==> config.mk <==
export PLATFORM = sky130hd
export DESIGN_NAME = ccff_loader
export DESIGN_NICKNAME = d
export VERILOG_FILES = /design/src/rtl/pmu_pkg.sv /design/src/rtl/ccff_bit_timer.sv /design/src/rtl/ccff_loader.sv
export SDC_FILE = /design/constraint.sdc
export NUM_CORES = 1
export LEC_CHECK = 0
export BUFFER_PORTS_ARGS = -buffer_cell sky130_fd_sc_hd__buf_2
export CORE_UTILIZATION = 35
export CTS_BUF_LIST = sky130_fd_sc_hd__clkbuf_8
export DETAILED_ROUTE_END_ITERATION = 8
export HOLD_SLACK_MARGIN = 0.02
export PLACE_DENSITY = 0.51
export SKIP_CTS_REPAIR_TIMING = 1
export SYNTH_ARGS = -nofsm -noshare
export SYNTH_HDL_FRONTEND = slang
export SYNTH_SLANG_ARGS = --single-unit
==> constraint.sdc <==
create_clock -name tck_i -period 3.8 [get_ports tck_i]
set_input_delay 0.95 -clock tck_i [delete_from_list [all_inputs] [get_ports tck_i]]
set_output_delay 0.95 -clock tck_i [all_outputs]
set_load 0.03 [all_outputs]
==> src/rtl/pmu_pkg.sv <==
// Shared definitions for the configuration-chain loader: FSM states and
// word/preset geometry.
package pmu_pkg;

  localparam int unsigned WORD_W        = 32;
  localparam int unsigned PRESET_CYCLES = 4;

  typedef enum logic [2:0] {
    ST_IDLE   = 3'd0,
    ST_PRESET = 3'd1,
    ST_LOAD   = 3'd2,
    ST_SHIFT  = 3'd3,
    ST_DONE   = 3'd4,
    ST_ERROR  = 3'd5
  } ccff_state_e;

  function automatic logic is_busy(input ccff_state_e s);
    return !(s inside {ST_IDLE, ST_DONE, ST_ERROR});
  endfunction

endpackage

==> src/rtl/ccff_bit_timer.sv <==
// Per-bit programming-clock timer: PROG_DIV cycles low, PROG_DIV cycles high,
// with a strobe on the last cycle of each bit period.
module ccff_bit_timer #(
  parameter int unsigned PROG_DIV = 2
) (
  input  logic tck_i,
  input  logic rst_i,
  input  logic active_i,   // currently in SHIFT
  input  logic run_i,      // remains in SHIFT next cycle
  output logic progclk_o,
  output logic bit_done_o
);

  localparam int unsigned PERIOD = 2 * PROG_DIV;
  localparam int unsigned CNT_W  = $clog2(PERIOD);
  localparam logic [CNT_W-1:0] LAST = CNT_W'(PERIOD - 1);
  localparam logic [CNT_W-1:0] HALF = CNT_W'(PROG_DIV);

  logic [CNT_W-1:0] cnt_q, cnt_d;
  logic             progclk_q, progclk_d;

  assign bit_done_o = active_i && (cnt_q == LAST);
  assign progclk_o  = progclk_q;

  // The counter restarts at zero whenever SHIFT is (re)entered, so the
  // registered clock is computed from the next count value.
  always_comb begin
    cnt_d = '0;
    if (run_i) begin
      cnt_d = (cnt_q == LAST) ? '0 : cnt_q + 1'b1;
    end
    progclk_d = (cnt_d >= HALF);
  end

  always_ff @(posedge tck_i or posedge rst_i) begin
    if (rst_i) begin
      cnt_q     <= '0;
      progclk_q <= 1'b0;
    end else begin
      cnt_q     <= cnt_d;
      progclk_q <= progclk_d;
    end
  end

endmodule

==> src/rtl/ccff_loader.sv <==
// Configuration-chain loader: takes 32-bit words from the decrypt path and
// shifts them MSB first into the FPGA configuration chain.
module ccff_loader
  import pmu_pkg::*;
#(
  parameter int unsigned CHAIN_LEN    = 1024,
  parameter int unsigned PROG_DIV     = 2,
  parameter int unsigned WORD_TIMEOUT = 4096
) (
  input  logic        tck_i,
  input  logic        rst_i,
  input  logic        start_i,
  input  logic        abort_i,
  input  logic [31:0] word_i,
  input  logic        word_valid_i,
  output logic        word_ready_o,
  output logic        data_o,
  output logic        progclk_o,
  output logic        config_enable_o,
  output logic        preset_o,
  output logic        busy_o,
  output logic        done_o,
  output logic        error_o,
  output logic [15:0] bit_count_o
);

  localparam int unsigned PC_W  = $clog2(PRESET_CYCLES);
  localparam int unsigned TMO_W = $clog2(WORD_TIMEOUT + 1);
  localparam int unsigned IDX_W = $clog2(WORD_W);

  ccff_state_e         state_q, state_d;
  logic [PC_W-1:0]     preset_cnt_q, preset_cnt_d;
  logic [TMO_W-1:0]    tmo_q, tmo_d;
  logic [WORD_W-1:0]   sreg_q, sreg_d;
  logic [IDX_W-1:0]    bit_idx_q, bit_idx_d;
  logic [15:0]         bit_count_q, bit_count_d;

  logic word_ready_q, word_ready_d;
  logic data_q, data_d;
  logic cfg_en_q, cfg_en_d;
  logic preset_q, preset_d;
  logic busy_q, busy_d;
  logic done_q, done_d;
  logic error_q, error_d;

  logic accept;
  logic bit_done;
  logic timer_active;
  logic timer_run;

  assign accept       = word_ready_q && word_valid_i;
  assign timer_active = (state_q == ST_SHIFT);
  assign timer_run    = (state_q == ST_SHIFT) && (state_d == ST_SHIFT);

  ccff_bit_timer #(
    .PROG_DIV (PROG_DIV)
  ) u_bit_timer (
    .tck_i      (tck_i),
    .rst_i      (rst_i),
    .active_i   (timer_active),
    .run_i      (timer_run),
    .progclk_o  (progclk_o),
    .bit_done_o (bit_done)
  );

  always_comb begin
    state_d      = state_q;
    preset_cnt_d = preset_cnt_q;
    tmo_d        = tmo_q;
    sreg_d       = sreg_q;
    bit_idx_d    = bit_idx_q;
    bit_count_d  = bit_count_q;

    if (abort_i) begin
      state_d      = ST_IDLE;
      preset_cnt_d = '0;
      tmo_d        = '0;
      sreg_d       = '0;
      bit_idx_d    = '0;
      bit_count_d  = '0;
    end else begin
      unique case (state_q)
        ST_IDLE, ST_DONE, ST_ERROR: begin
          if (start_i) begin
            state_d      = ST_PRESET;
            preset_cnt_d = '0;
            tmo_d        = '0;
            sreg_d       = '0;
            bit_idx_d    = '0;
            bit_count_d  = '0;
          end
        end
        ST_PRESET: begin
          if (preset_cnt_q == PC_W'(PRESET_CYCLES - 1)) begin
            state_d = ST_LOAD;
            tmo_d   = '0;
          end else begin
            preset_cnt_d = preset_cnt_q + 1'b1;
          end
        end
        ST_LOAD: begin
          // An accept in the final timeout cycle still wins over ERROR.
          if (accept) begin
            state_d   = ST_SHIFT;
            sreg_d    = word_i;
            bit_idx_d = '0;
          end else if (tmo_q == TMO_W'(WORD_TIMEOUT - 1)) begin
            state_d = ST_ERROR;
          end else begin
            tmo_d = tmo_q + 1'b1;
          end
        end
        ST_SHIFT: begin
          if (bit_done) begin
            sreg_d      = {sreg_q[WORD_W-2:0], 1'b0};
            bit_count_d = bit_count_q + 16'd1;
            bit_idx_d   = bit_idx_q + 1'b1;
            if (bit_count_d == 16'(CHAIN_LEN)) begin
              state_d = ST_DONE;
            end else if (bit_idx_q == IDX_W'(WORD_W - 1)) begin
              state_d = ST_LOAD;
              tmo_d   = '0;
            end
          end
        end
        default: state_d = ST_IDLE;
      endcase
    end

    // Outputs are registered from the next state so they line up with it.
    word_ready_d = (state_d == ST_LOAD);
    cfg_en_d     = state_d inside {ST_PRESET, ST_LOAD, ST_SHIFT};
    preset_d     = (state_d == ST_PRESET);
    busy_d       = is_busy(state_d);
    done_d       = (state_d == ST_DONE);
    error_d      = (state_d == ST_ERROR);
    data_d       = (state_d == ST_SHIFT) && sreg_d[WORD_W-1];
  end

  always_ff @(posedge tck_i or posedge rst_i) begin
    if (rst_i) begin
      state_q      <= ST_IDLE;
      preset_cnt_q <= '0;
      tmo_q        <= '0;
      sreg_q       <= '0;
      bit_idx_q    <= '0;
      bit_count_q  <= '0;
      word_ready_q <= 1'b0;
      data_q       <= 1'b0;
      cfg_en_q     <= 1'b0;
      preset_q     <= 1'b0;
      busy_q       <= 1'b0;
      done_q       <= 1'b0;
      error_q      <= 1'b0;
    end else begin
      state_q      <= state_d;
      preset_cnt_q <= preset_cnt_d;
      tmo_q        <= tmo_d;
      sreg_q       <= sreg_d;
      bit_idx_q    <= bit_idx_d;
      bit_count_q  <= bit_count_d;
      word_ready_q <= word_ready_d;
      data_q       <= data_d;
      cfg_en_q     <= cfg_en_d;
      preset_q     <= preset_d;
      busy_q       <= busy_d;
      done_q       <= done_d;
      error_q      <= error_d;
    end
  end

  assign word_ready_o    = word_ready_q;
  assign data_o          = data_q;
  assign config_enable_o = cfg_en_q;
  assign preset_o        = preset_q;
  assign busy_o          = busy_q;
  assign done_o          = done_q;
  assign error_o         = error_q;
  assign bit_count_o     = bit_count_q;

endmodule

==> out/summary.txt <==
Detailed Route Iter0 Violations -> 320
CTS Sinks -> 81
Crit Reg-Reg Startpoint -> bit_count_o[0]$_DFFE_PP0P_
post-DP HPWL -> 7080 um
gpl congestion -> 0.805
residual DRC count -> 1
Syn Area/Cell -> 9.23 um2
largest net degree at the start of global routing -> 82
first drt pass iteration count -> 6
failing checks -> DRC
Critical Path RT -> 4090 ps
Port Buf Inserts -> 60
CTS buffer count -> 9
Die Height -> 112 um
Mapped Area -> 4260 um2
EDFF count, synth -> 0
share of cells above drive strength 1 -> 21.0%
gr usage total -> 18.0%
# IOs -> 61
Arrival @ worst endpoint -> 3190 ps
pre-CTS setup slack -> 920 ps
skew final -> 8.81 ps
Core ar. -> 11,600 um2
Filler Cells Inserted -> 1,194
Net count, final -> 560
Final WS setup -> 902 ps
Max VDD drop -> 0.000241 V
Worst-path clk slew -> 80 ps
CP startpoint kind -> flip-flop
Min-Delay Path Depth -> 1
# diodes -> 0
Final setup viols -> 0
FF+latch area -> 2030 um2
PwrDens -> 341 nW/um2
Post-synth top flop -> dfrtp_1
Mapped Cells -> 461
Final Core Density -> 42.4%
Worst Hold Class -> flip-flop to flip-flop
CP Max Fanout -> 10
routed vias -> 3,634
most common cell after layout, fill and taps aside -> dfrtp_1
crit path kind -> flip-flop to flip-flop
count of final hold-check violations -> 0
Final Slew Violations -> 0
Synth Warn # -> 0
Worst Hold Path EP -> u_bit_timer.cnt_q[0]$_DFF_PP0_
initial core utilization -> 36.7%
setup TNS -> 0 ps
Rel. slew slack -> 41.9%
Area Overhead vs Synth -> 15.6%
htree depth -> 3
syn nets -> 504
antenna viol nets, final -> 0
CTS tree -> built
drt wl/cell -> 15.9 um
max cap viols -> 0
RSZ-0062 raised after global routing -> false
Rows -> 39
vias in the first global route -> 3,535
global-route wire length before repair -> 18,000 um
min-delay src -> u_bit_timer.cnt_q[0]$_DFF_PP0_
die area -> 12,600 um2
static leakage -> 2.15 nW
highest-count cells in the layout ignoring fill and taps -> dfrtp_1 (81), nand2_1 (78), buf_2 (60)
Longest Clk Path Bufs -> 2
final wirelength -> 10,500 um
status -> finished, violations left
initial antenna violation count -> 0
FF-to-FF setup slack -> 900 ps
worst slew pin tran -> 872 ps
CTS Root Buffer Type -> clkbuf_8
reg-to-reg endpoint -> tmo_q[8]$_DFFE_PP0P_
final global-route overflow total -> 0
post-DR vias/cell -> 5.48
final hold slack -> 440 ps
crit path capture type -> flip-flop
ys async rst share -> 100%
post-layout min period -> 2900 ps
die width -> 112 um
Multi-input gate area -> 2090 um2
Achievable Freq -> 345 MHz
register area share after synthesis -> 47.6%
distinct cell type count after synthesis -> 65
Seq cells post-synth -> 81
Final period util -> 76.3%
Reg2Reg Depth -> 8
Worst-Skew Late Latency -> 370 ps
[power breakdown]
| group | internal (mW) | switching, mW |
|---|---|---|
| Sequential | 0.866 | 0.00542 |
| Combinational | 0.0374 | 0.0813 |
| Clock | 0.364 | 0.325 |
[Yosys cell counts (2+ instances only)]
| cell type | n | area [um2] |
|---|---|---|
| a21o_1 | 2 | 15.0 |
| a21oi_1 | 7 | 35.0 |
| a22o_1 | 4 | 35.0 |
| a22oi_1 | 32 | 240 |
| a31oi_1 | 8 | 50.1 |
| and2_1 | 2 | 12.5 |
| and3_1 | 4 | 25.0 |
| and4_1 | 2 | 17.5 |
| and4bb_2 | 2 | 25.0 |
| buf_2 | 7 | 35.0 |
| clkbuf_1 | 15 | 56.3 |
| dfrtp_1 | 81 | 2030 |
| ha_1 | 6 | 75.1 |
| inv_1 | 10 | 37.5 |
| mux2i_1 | 3 | 30.0 |
| nand2_1 | 78 | 293 |
| nand2b_1 | 4 | 25.0 |
| nand3_1 | 20 | 100 |
| nand4_1 | 5 | 31.3 |
| nor2_1 | 37 | 139 |
| nor3_1 | 7 | 35.0 |
| nor3b_1 | 2 | 15.0 |
| nor4_1 | 4 | 25.0 |
| o211ai_1 | 3 | 22.5 |
| o21a_1 | 3 | 22.5 |
| o21ai_0 | 56 | 280 |
| o22ai_1 | 3 | 18.8 |
| o31ai_1 | 8 | 60.1 |
| o41ai_1 | 2 | 17.5 |
| or2_2 | 2 | 12.5 |
| or3_1 | 3 | 18.8 |
| xnor2_1 | 5 | 43.8 |
| xor2_1 | 2 | 17.5 |
[kinds of logic after synthesis]
logic type	Yosys count	synth area share (%)
flip-flops	81	47.6
adder cells (fa/ha/maj)	6	1.76
AND/OR/NAND/NOR	186	21.7
multiplexers	4	1.06
buffers and inverters	34	3.38
XOR/XNOR	7	1.44
AO/OA/AOI/OAI	143	23.0
[per-stage QoR]
stage / cell area (um2) / std cells / total power [mW]
finish: 4920 / 663 / 1.68
global placement: 4720 / 649 / 1.01
CTS: 4920 / 663 / 1.71
global route: 4920 / 663 / 1.76
detailed placement: 4720 / 649 / 1.01
floorplan: 4260 / 461 / 0.959
[cell type report]
class	count	area share, %
flip-flops and latches	81	41.2
repair buffers	68	7.58
multi-input cells	346	42.6
clock buffers	9	2.52
clock inverters	5	1.65
inverters	11	0.864
well taps	143	3.64
[sequential cells by signal (all words and copies together) (netlist names)]
signal	cells
data_o	1
tmo_q	13
preset_o	1
config_enable_o	1
busy_o	1
u_bit_timer.cnt_q	2
u_bit_timer.progclk_o	1
bit_count_o	16
state_q	3
error_o	1
bit_idx_q	5
sreg_q	32
word_ready_o	1
preset_cnt_q	2
done_o	1
[how the worst max path moves through the flow]
stage	start	end	slack (ps)	cells after the start
after global routing	bit_count_o[0]$_DFFE_PP0P_	tmo_q[8]$_DFFE_PP0P_	570	8
after CTS	bit_count_o[0]$_DFFE_PP0P_	tmo_q[10]$_DFFE_PP0P_	860	8
after global placement	abort_i	data_o$_DFF_PP0_	950	6
after detailed placement	abort_i	data_o$_DFF_PP0_	920	6
after floorplan	rst_i	bit_count_o[0]$_DFFE_PP0P_	770	1
final	bit_count_o[0]$_DFFE_PP0P_	tmo_q[8]$_DFFE_PP0P_	900	8
[metal layers]
| layer | GRT usage [%] | part of all wire (%) | vias up |
|---|---|---|---|
| li1 | - | - | 1794 |
| met1 | 23.9 | 47 | 1768 |
| met2 | 28.6 | 48 | 63 |
| met3 | 5.45 | 4.4 | 9 |
| met4 | 4.53 | 0.92 | 0 |
| met5 | 0 | 0 | - |
[critical path: stages, from the launching register on]
cell and delay, ps:
dfrtp_1 440, ha_1 260, nand3_1 200, nor3_1 400, mux2i_1 340, nand4_4 170, o311ai_4 530, nand2_1 250
a31oi_1 210
No activity file was read; power rests on OpenSTA's default activity.
